===== src/rtl/pipeline_pkg.sv =====
// Shared pipeline definitions: skid-buffer state encoding, default widths and
// per-boundary payload widths for the stage registers.
package pipeline_pkg;

  typedef enum logic [1:0] {
    EMPTY = 2'b00,
    BUSY  = 2'b01,
    FULL  = 2'b10
  } skid_state_e;

  localparam int DEFAULT_WIDTH     = 32;
  localparam int DEFAULT_CNT_WIDTH = 16;

  localparam int PC_W       = 32;
  localparam int INSTR_W    = 32;
  localparam int DATA_W     = 32;
  localparam int FUNCT_W    = 6;
  localparam int SHAMT_W    = 5;
  localparam int REG_ADDR_W = 5;

  // Boundary payloads are the stage fields concatenated into one vector.
  localparam int IF_ID_W  = PC_W + INSTR_W;
  localparam int ID_EX_W  = 2 * DATA_W + FUNCT_W + SHAMT_W + 3 * REG_ADDR_W;
  localparam int EX_MEM_W = 2 * DATA_W + REG_ADDR_W;
  localparam int MEM_WB_W = DATA_W + REG_ADDR_W;

endpackage


===== src/rtl/pipeline_skid_deliver_if.sv =====
// Stage-boundary handshake bundle: upstream (in_*) and downstream (out_*) sides.
// A beat transfers on a rising edge where valid and ready are both high; a
// producer holds valid and data stable until that edge, and ready never
// depends combinationally on valid.
interface pipeline_skid_deliver_if #(
  parameter int WIDTH = 32
);
  logic             in_valid;
  logic             in_ready;
  logic [WIDTH-1:0] in_data;
  logic             out_valid;
  logic             out_ready;
  logic [WIDTH-1:0] out_data;

  modport slave (
    input  in_valid, in_data, out_ready,
    output in_ready, out_valid, out_data
  );

  modport master (
    output in_valid, in_data, out_ready,
    input  in_ready, out_valid, out_data
  );
endinterface


===== src/rtl/pipeline_skid_deliver_sat_counter.sv =====
// Saturating event counter with synchronous clear; shared by the
// performance-monitor counters.
module sat_counter #(
  parameter int CNT_WIDTH = 16
) (
  input  logic                 clk,
  input  logic                 rst,
  input  logic                 inc,
  input  logic                 clr,
  output logic [CNT_WIDTH-1:0] count
);

  always_ff @(posedge clk) begin
    if (rst || clr) begin
      count <= '0;
    end else if (inc && (count != '1)) begin
      count <= count + 1'b1;
    end
  end

endmodule


===== src/rtl/pipeline_skid_deliver.sv =====
// Two-entry (main + skid) stage register with registered upstream ready, flush,
// and a saturating back-pressure cycle counter.
module pipeline_skid_deliver
  import pipeline_pkg::*;
#(
  parameter int               WIDTH       = DEFAULT_WIDTH,
  parameter logic [WIDTH-1:0] RESET_VALUE = '0,
  parameter int               CNT_WIDTH   = DEFAULT_CNT_WIDTH
) (
  input  logic                       clk,
  input  logic                       rst,
  input  logic                       flush,
  input  logic                       cnt_clr,
  pipeline_skid_deliver_if.slave     bus,
  output logic [CNT_WIDTH-1:0]       stall_cnt,
  output skid_state_e                state_dbg
);

  skid_state_e      state_q, state_d;
  logic [WIDTH-1:0] main_q, main_d;
  logic [WIDTH-1:0] skid_q, skid_d;
  logic             in_ready_q;
  logic             out_valid_q;
  logic             in_fire;
  logic             out_fire;

  assign in_fire  = bus.in_valid & in_ready_q;
  assign out_fire = out_valid_q & bus.out_ready;

  always_comb begin
    state_d = state_q;
    main_d  = main_q;
    skid_d  = skid_q;
    if (flush) begin
      // Any concurrent in_fire is dropped; an out_fire was still taken downstream.
      state_d = EMPTY;
      main_d  = RESET_VALUE;
      skid_d  = RESET_VALUE;
    end else begin
      case (state_q)
        EMPTY: begin
          if (in_fire) begin
            state_d = BUSY;
            main_d  = bus.in_data;
          end
        end
        BUSY: begin
          if (in_fire && out_fire) begin
            main_d = bus.in_data;
          end else if (in_fire) begin
            state_d = FULL;
            skid_d  = bus.in_data;
          end else if (out_fire) begin
            state_d = EMPTY;
            main_d  = RESET_VALUE;
          end
        end
        FULL: begin
          if (out_fire) begin
            state_d = BUSY;
            main_d  = skid_q;
            skid_d  = RESET_VALUE;
          end
        end
        default: begin
          state_d = EMPTY;
          main_d  = RESET_VALUE;
          skid_d  = RESET_VALUE;
        end
      endcase
    end
  end

  // Handshake outputs are decoded from the next state so they leave as flops.
  always_ff @(posedge clk) begin
    if (rst) begin
      state_q     <= EMPTY;
      main_q      <= RESET_VALUE;
      skid_q      <= RESET_VALUE;
      in_ready_q  <= 1'b1;
      out_valid_q <= 1'b0;
    end else begin
      state_q     <= state_d;
      main_q      <= main_d;
      skid_q      <= skid_d;
      in_ready_q  <= (state_d != FULL);
      out_valid_q <= (state_d != EMPTY);
    end
  end

  assign bus.in_ready  = in_ready_q;
  assign bus.out_valid = out_valid_q;
  assign bus.out_data  = main_q;
  assign state_dbg     = state_q;

  sat_counter #(
    .CNT_WIDTH(CNT_WIDTH)
  ) u_stall_cnt (
    .clk  (clk),
    .rst  (rst),
    .inc  (out_valid_q & ~bus.out_ready),
    .clr  (cnt_clr),
    .count(stall_cnt)
  );

endmodule


===== src/flat_wrapper.sv =====
// flat-port wrapper written by rule: the top's interface ports become plain ports
module pipeline_skid_deliver_flat import pipeline_pkg::*;
#(
  parameter int               WIDTH       = DEFAULT_WIDTH,
  parameter logic [WIDTH-1:0] RESET_VALUE = '0,
  parameter int               CNT_WIDTH   = DEFAULT_CNT_WIDTH
)
  (clk, rst, flush, cnt_clr, stall_cnt, state_dbg, bus_in_valid, bus_in_data, bus_out_ready, bus_in_ready, bus_out_valid, bus_out_data);
  pipeline_skid_deliver_if #(.WIDTH(WIDTH)) bus_i ();
  input  logic clk;
  input  logic rst;
  input  logic flush;
  input  logic cnt_clr;
  output logic [CNT_WIDTH-1:0] stall_cnt;
  output skid_state_e state_dbg;
  input wire logic [$bits(bus_i.in_valid)-1:0] bus_in_valid;
  input wire logic [$bits(bus_i.in_data)-1:0] bus_in_data;
  input wire logic [$bits(bus_i.out_ready)-1:0] bus_out_ready;
  output wire logic [$bits(bus_i.in_ready)-1:0] bus_in_ready;
  output wire logic [$bits(bus_i.out_valid)-1:0] bus_out_valid;
  output wire logic [$bits(bus_i.out_data)-1:0] bus_out_data;
  assign bus_i.in_valid = bus_in_valid;
  assign bus_i.in_data = bus_in_data;
  assign bus_i.out_ready = bus_out_ready;
  assign bus_in_ready = bus_i.in_ready;
  assign bus_out_valid = bus_i.out_valid;
  assign bus_out_data = bus_i.out_data;
  pipeline_skid_deliver #(.WIDTH(WIDTH), .RESET_VALUE(RESET_VALUE), .CNT_WIDTH(CNT_WIDTH)) u_core (.clk(clk), .rst(rst), .flush(flush), .cnt_clr(cnt_clr), .bus(bus_i), .stall_cnt(stall_cnt), .state_dbg(state_dbg));
endmodule

===== config.mk =====
export PLATFORM = sky130hd
export DESIGN_NAME = pipeline_skid_deliver_flat
export DESIGN_NICKNAME = d
export VERILOG_FILES = /design/src/rtl/pipeline_pkg.sv /design/src/rtl/pipeline_skid_deliver_if.sv /design/src/rtl/pipeline_skid_deliver_sat_counter.sv /design/src/rtl/pipeline_skid_deliver.sv /design/src/flat_wrapper.sv
export SDC_FILE = /design/constraint.sdc
export NUM_CORES = 1
export LEC_CHECK = 0
export BUFFER_PORTS_ARGS = -buffer_cell sky130_fd_sc_hd__buf_2
export CAP_MARGIN = 20
export CORE_MARGIN = 1.5
export CORE_UTILIZATION = 50
export DETAILED_ROUTE_END_ITERATION = 8
export PLACE_DENSITY = 0.75
export SLEW_MARGIN = 20
export SYNTH_ARGS = -nofsm -noshare
export SYNTH_HDL_FRONTEND = slang
export SYNTH_SLANG_ARGS = --single-unit

===== constraint.sdc =====
create_clock -name clk -period 4.8 [get_ports clk]
set_input_delay 1.2 -clock clk [delete_from_list [all_inputs] [get_ports clk]]
set_output_delay 1.2 -clock clk [all_outputs]
set_load 0.1 [all_outputs]

Word-level counts from Yosys, hierarchy flattened
Index checks and enable logic that the tools add are counted.

word-level totals
  register bits after elaboration = 84
  output and inout port bits = 52
  logic and storage cells = 45

operators by class
  add/sub/neg operators = 1
  equality and inequality tests = 10
  muxes and demuxes = 15
  bitwise logic cells = 5
  reduce and logical (&&, ||, !) cells = 8

operators by type and width
  kind                                                                     number
  32-bit 2-to-1 mux                                                        6
  32-bit case mux with 3 select lines                                      2
  16-bit by 1-bit adder with 16-bit output, second input constant          1
  16-bit inequality test, second input constant                            1
  2-bit 2-to-1 mux                                                         6
  4-bit AND reduction                                                      2
  2-bit by 1-bit inequality test with 1-bit output, second input constant  3
  2-bit case mux with 3 select lines                                       1
  2-bit inequality test, second input constant                             2
  1-bit bitwise AND                                                        3
  3-bit by 1-bit inequality test with 1-bit output, second input constant  1
  3-bit inequality test, second input constant                             1
  2-bit by 1-bit equality test with 1-bit output, second input constant    1
  2-bit equality test, second input constant                               1
  1-bit logical AND                                                        2
  2-bit logical NOT                                                        1
  1-bit NOT                                                                2
  2-bit nonzero test                                                       1
  2-bit OR reduction                                                       1
  1-bit logical OR                                                         1

Longest topological paths before layout
  word-level depth = 7
  depth in mapped cells = 7
  depth with buffers taken out = 5

Modules after synthesis
From an unflattened synthesis, not the netlist that was laid out.

unflattened totals
  cell total of the unflattened synthesis = 498
  area total of the unflattened synthesis = 4,385.5 µm²

by module, submodules not included
  module                 times used  cells each  area an instance (µm²)  seq. area each (µm²)
  pipeline_skid_deliver  1           403         3,538.4                 1,361.3
  sat_counter            1           95          847.1                   320.3

Least setup slack after synthesis
Ideal clock, no wire load.

  path kind = register -> register
  start point = register u_core.u_stall_cnt.count[1]
  end point = register u_core.u_stall_cnt.count[0]
  setup time = 0.070 ns
  arrival time = 2.216 ns
  path slack = 2.514 ns
  cell stages (with the launch flop) = 8
  buffers on the path = 2
  cell sequence = dfxtp_1 > ha_1 > nand4_1 > nor4_1 > buf_4 > buf_6 > o21ai_0 > a21oi_1

on the way
  word-level cells in the longest chain between the ends = 2

ends and longest elaborated chain
  what                    line                                     text
  start, declared         pipeline_skid_deliver_sat_counter.sv:10  output logic [CNT_WIDTH-1:0] count
  start signal, assigned  pipeline_skid_deliver_sat_counter.sv:17  count <= count + 1'b1;
  16-bit inequality test  pipeline_skid_deliver_sat_counter.sv:16  end else if (inc && (count != '1)) begin
  1-bit logical AND       pipeline_skid_deliver_sat_counter.sv:16

Every way passes these cells.
A chain may end at the register's enable or synchronous reset.

Worst setup path in the final report
  start point = input bus_in_valid
  end point = register u_core.main_q[6], in the netlist u_core.bus.out_data[6]

on the way
  word-level cells in the longest chain between the ends = 4
  elaborated cells between the ends (all ways) = 8

ends and longest elaborated chain
  what                                                                                         line                         text
  start, declared                                                                              flat_wrapper.sv:16           input wire logic [$bits(bus_i.in_valid)-1:0] bus_in_valid;
  1-bit bitwise AND *                                                                          pipeline_skid_deliver.sv:27  assign in_fire = bus.in_valid & in_ready_q;
  1-bit logical AND                                                                            pipeline_skid_deliver.sv:48  if (in_fire && out_fire) begin
  3-bit inequality test (no line) (tied with other cells)                                      --
  4-bit AND reduction (no line) / 32-bit case mux with 3 select lines (equally long branches)  --
  end signal, assigned                                                                         pipeline_skid_deliver.sv:84  main_q <= main_d;
  end, declared                                                                                pipeline_skid_deliver.sv:20  logic [WIDTH-1:0] main_q, main_d;

Every way passes the cells marked *; elsewhere a longest branch is shown, timed or not.

==> results by group <==
Outcome
  • Status: finished, final reports clean

Timing
  • RSZ-0062 raised after global routing: false
  • Final Max Slew Viols: 0
  • Worst hold slack: 448 ps
  • Period minus WS final: 2930 ps
  • Setup slack after layout: 1870 ps
  • Post-route setup TNS: 0 ps
  • Worst Max-Slew Pin Slew: 999 ps
  • Rel. slew slack: 33.0%
  • Setup-failing EPs final: 0
  • Clock Skew: 7.89 ps
  • Final hold vios: 0
  • Peak Freq: 0.341 GHz
  • Period utilization: 61.0%

Global route
  • GRT overflow: 0
  • Number of global-route vias before repair: 3443
  • Antenna violations before repair: 0
  • Grt met3 use: 6.09%
  • Met1 Track Usage GR: 29.9%
  • Top Usage Layer GRT: met2
  • Met2 usage in global routing: 39.6%
  • First-pass GRT wire length: 15.9 mm
  • Overall Global Routing Usage: 23.7%
  • Largest net degree at the start of global routing: 48

Clock network
  • TritonCTS sink count: 84
  • Clock Latency Late Sink: 360 ps
  • Total CTS buffers: 9
  • Setup Buffers After CTS: 0
  • PostCTS Resize Cnt: 0
  • CTS hold repair buffers: 0
  • Clock Pin Slew Worst Setup and Hold Paths: 70 ps
  • CTS Root Buffer Type: clkbuf_8
  • CTS tree: built
  • Maximum root-to-sink buffer count: 2
  • H-tree Lvls: 3

Synthesis
  • Synth Net Count: 489
  • Post-synth top area share: 44.7%
  • Ranking of synthesized cells by area: dfxtp_1 45%, a21oi_1 10%, a2bb2oi_1 7.4%
  • Post-synthesis cell area: 3760 um2
  • Synth Warn #: 0
  • Cell count after synthesis: 450
  • Synth unique cells: 39
  • Dominant cell type by area after synthesis: dfxtp_1
  • Syn avg cell area: 8.36 um2
  • Sequential area share after synthesis: 44.7%
  • Yosys reg bits: 84

Worst setup path
  • CP max-delay cell: o32ai_4
  • CP Max Fanout: 22
  • Worst r2r src: u_core.state_dbg[1]
  • Crit-path cells: buf_2, and3b_1, buf_4, o32ai_4, buf_4, nand2_1, a21oi_1
  • Crit path capture type: register
  • CP Launch Point: bus_in_valid
  • Worst path most repeated cell: buf_4
  • Flop-to-flop setup slack: 2290 ps
  • Critical path required time: 5080 ps
  • Critical path class: in2reg
  • Worst Path Buf+Inv: 3
  • Crit path max-delay family: buffers and inverters
  • CP peak stage delay: 490 ps
  • CP Data Arrival Time: 3210 ps
  • CP startpoint kind: input pin

Finish
  • Layout area overhead: 17.6%
  • Post-route design area: 4430 um2
  • Reg area: 1680 um2
  • Final core occ: 61.0%
  • Layout Cells excl Fill: 620
  • Antenna cells: 0
  • Nets: 556
  • Filler cells: 681
  • Area occupied by multi-input gates: 1900 um2
  • Layout cells sized above 1: 22.8%

Place
  • Worst slack at placement: 1310 ps
  • DP Wirelength: 6.15 mm
  • Placed Area: 4210 um2
  • Final GP Congestion: 0.786
  • Cells after DPL: 604
  • IO buf count: 89

Route
  • # DRC: 0
  • Vias per cell: 5.95
  • Post-route antenna net violation count: 0
  • Routed WL: 9.55 mm
  • Drt pass-1 iters: 5
  • Vias: 3687
  • Drt initial violations: 272
  • Wire length per cell: 15.4 um

Worst hold path
  • HP Start: u_core.bus.out_data[11]
  • Hold/Removal Path Class: reg2reg

Die
  • DIE HEIGHT: 89.7 um
  • Rows: 31
  • Starting density of the core: 51.9%
  • Die span in x: 89.7 um
  • Die area: 8050 um2
  • Core area: 7250 um2
  • # IOs: 90

Power and ir drop
  • P_leak: 1.69 nW
  • PnR Total Power: 1.47 mW
  • Peak supply drop: 0.192 mV
  • PD cells: 331 nW/um2

Flow run
  • Max-Cap Viols: 0
[metal layers]
layer,vias to the layer above,part of all wire [%]
met1,1765,44
li1,1786,-
met3,19,5.4
met2,117,48
met5,-,0
met4,0,1.9
[synthesized netlist by cell type]
cell type  number
dfxtp_1        84
a21oi_1        76
nand2_1        73
o21ai_0        39
a22oi_1        32
a2bb2oi_1      32
clkbuf_1       29
or3_1           9
nand3_1         6
nand4_1         6
or4_1           6
buf_6           5
nor2_1          5
o31ai_1         5
and2_1          4
and3_1          3
buf_2           3
buf_4           3
o211ai_1        3
and4_1          2
mux2i_1         2
nand2b_1        2
nor3_1          2
nor4_1          2
o21ai_1         2
or2_2           2
a21boi_0        1
a31oi_1         1
and3b_1         1
and4b_1         1
buf_1           1
ha_1            1
inv_1           1
nand3_2         1
nor2b_1         1
nor3b_1         1
o2111ai_1       1
o22a_1          1
o32ai_4         1
[state kept, by name, indices dropped and copies added (netlist names)]
name	flops
u_core.bus.out_data	32
u_core.skid_q	32
u_core.u_stall_cnt.count	16
u_core.state_dbg	2
u_core.bus.in_ready	1
u_core.bus.out_valid	1
[worst paths after layout]
check	to	cells past startpoint
worst max-delay path	u_core.bus.out_data[6]	7
worst min-delay path	u_core.bus.out_data[11]	2
worst max register to register	u_core.bus.out_data[6]	6
worst min register to register	u_core.bus.out_data[11]	2
[kinds of logic (layout without fill, tap and decap cells)]
group	count (synthesis)	count (layout)	share of synthesized area (%)
AOI/OAI and AO/OA	194	194	32.6
adders and majority gates	1	1	0.333
buffers and inverters	42	113	5.59
DFF	84	84	44.7
muxes	2	2	0.532
and+or+nand+nor	127	127	16.3
[where the power goes]
part	switching (mW)	internal [mW]	total (mW)
Combinational	0.166	0.0622	0.229
Clock	0.238	0.281	0.519
Sequential	0.00909	0.710	0.719
[worst min-delay path, cell delays in order (launching register included)]
cell     delay, ps
dfxtp_1        310
nand2_1         50
a21oi_1         50
[placed cells by master (no fill, tap or decap), types with 2 or more instances in the layout]
cell / n
o21ai_1: 2
a2bb2oi_1: 32
nand4_1: 6
a22oi_1: 32
o21ai_0: 39
dfxtp_1: 84
o31ai_1: 5
clkbuf_1: 2
buf_4: 7
nand2b_1: 2
nor2_1: 4
buf_2: 89
and2_1: 3
nand2_1: 73
clkbuf_8: 12
or3_1: 9
nand3_1: 6
or4_1: 6
and3_1: 3
or2_2: 2
and4_1: 2
a21oi_1: 76
o211ai_1: 3
mux2i_1: 2
[area by class of cell]
cell class	instances	area share, %
clock inverters	1	0.679
well taps	99	2.80
flip-flops and latches	84	38.0
multi-input cells	324	42.9
repair buffers	97	11.6
inverters	1	0.0848
clock buffers	14	3.90
(Power assumes the default switching activity.)
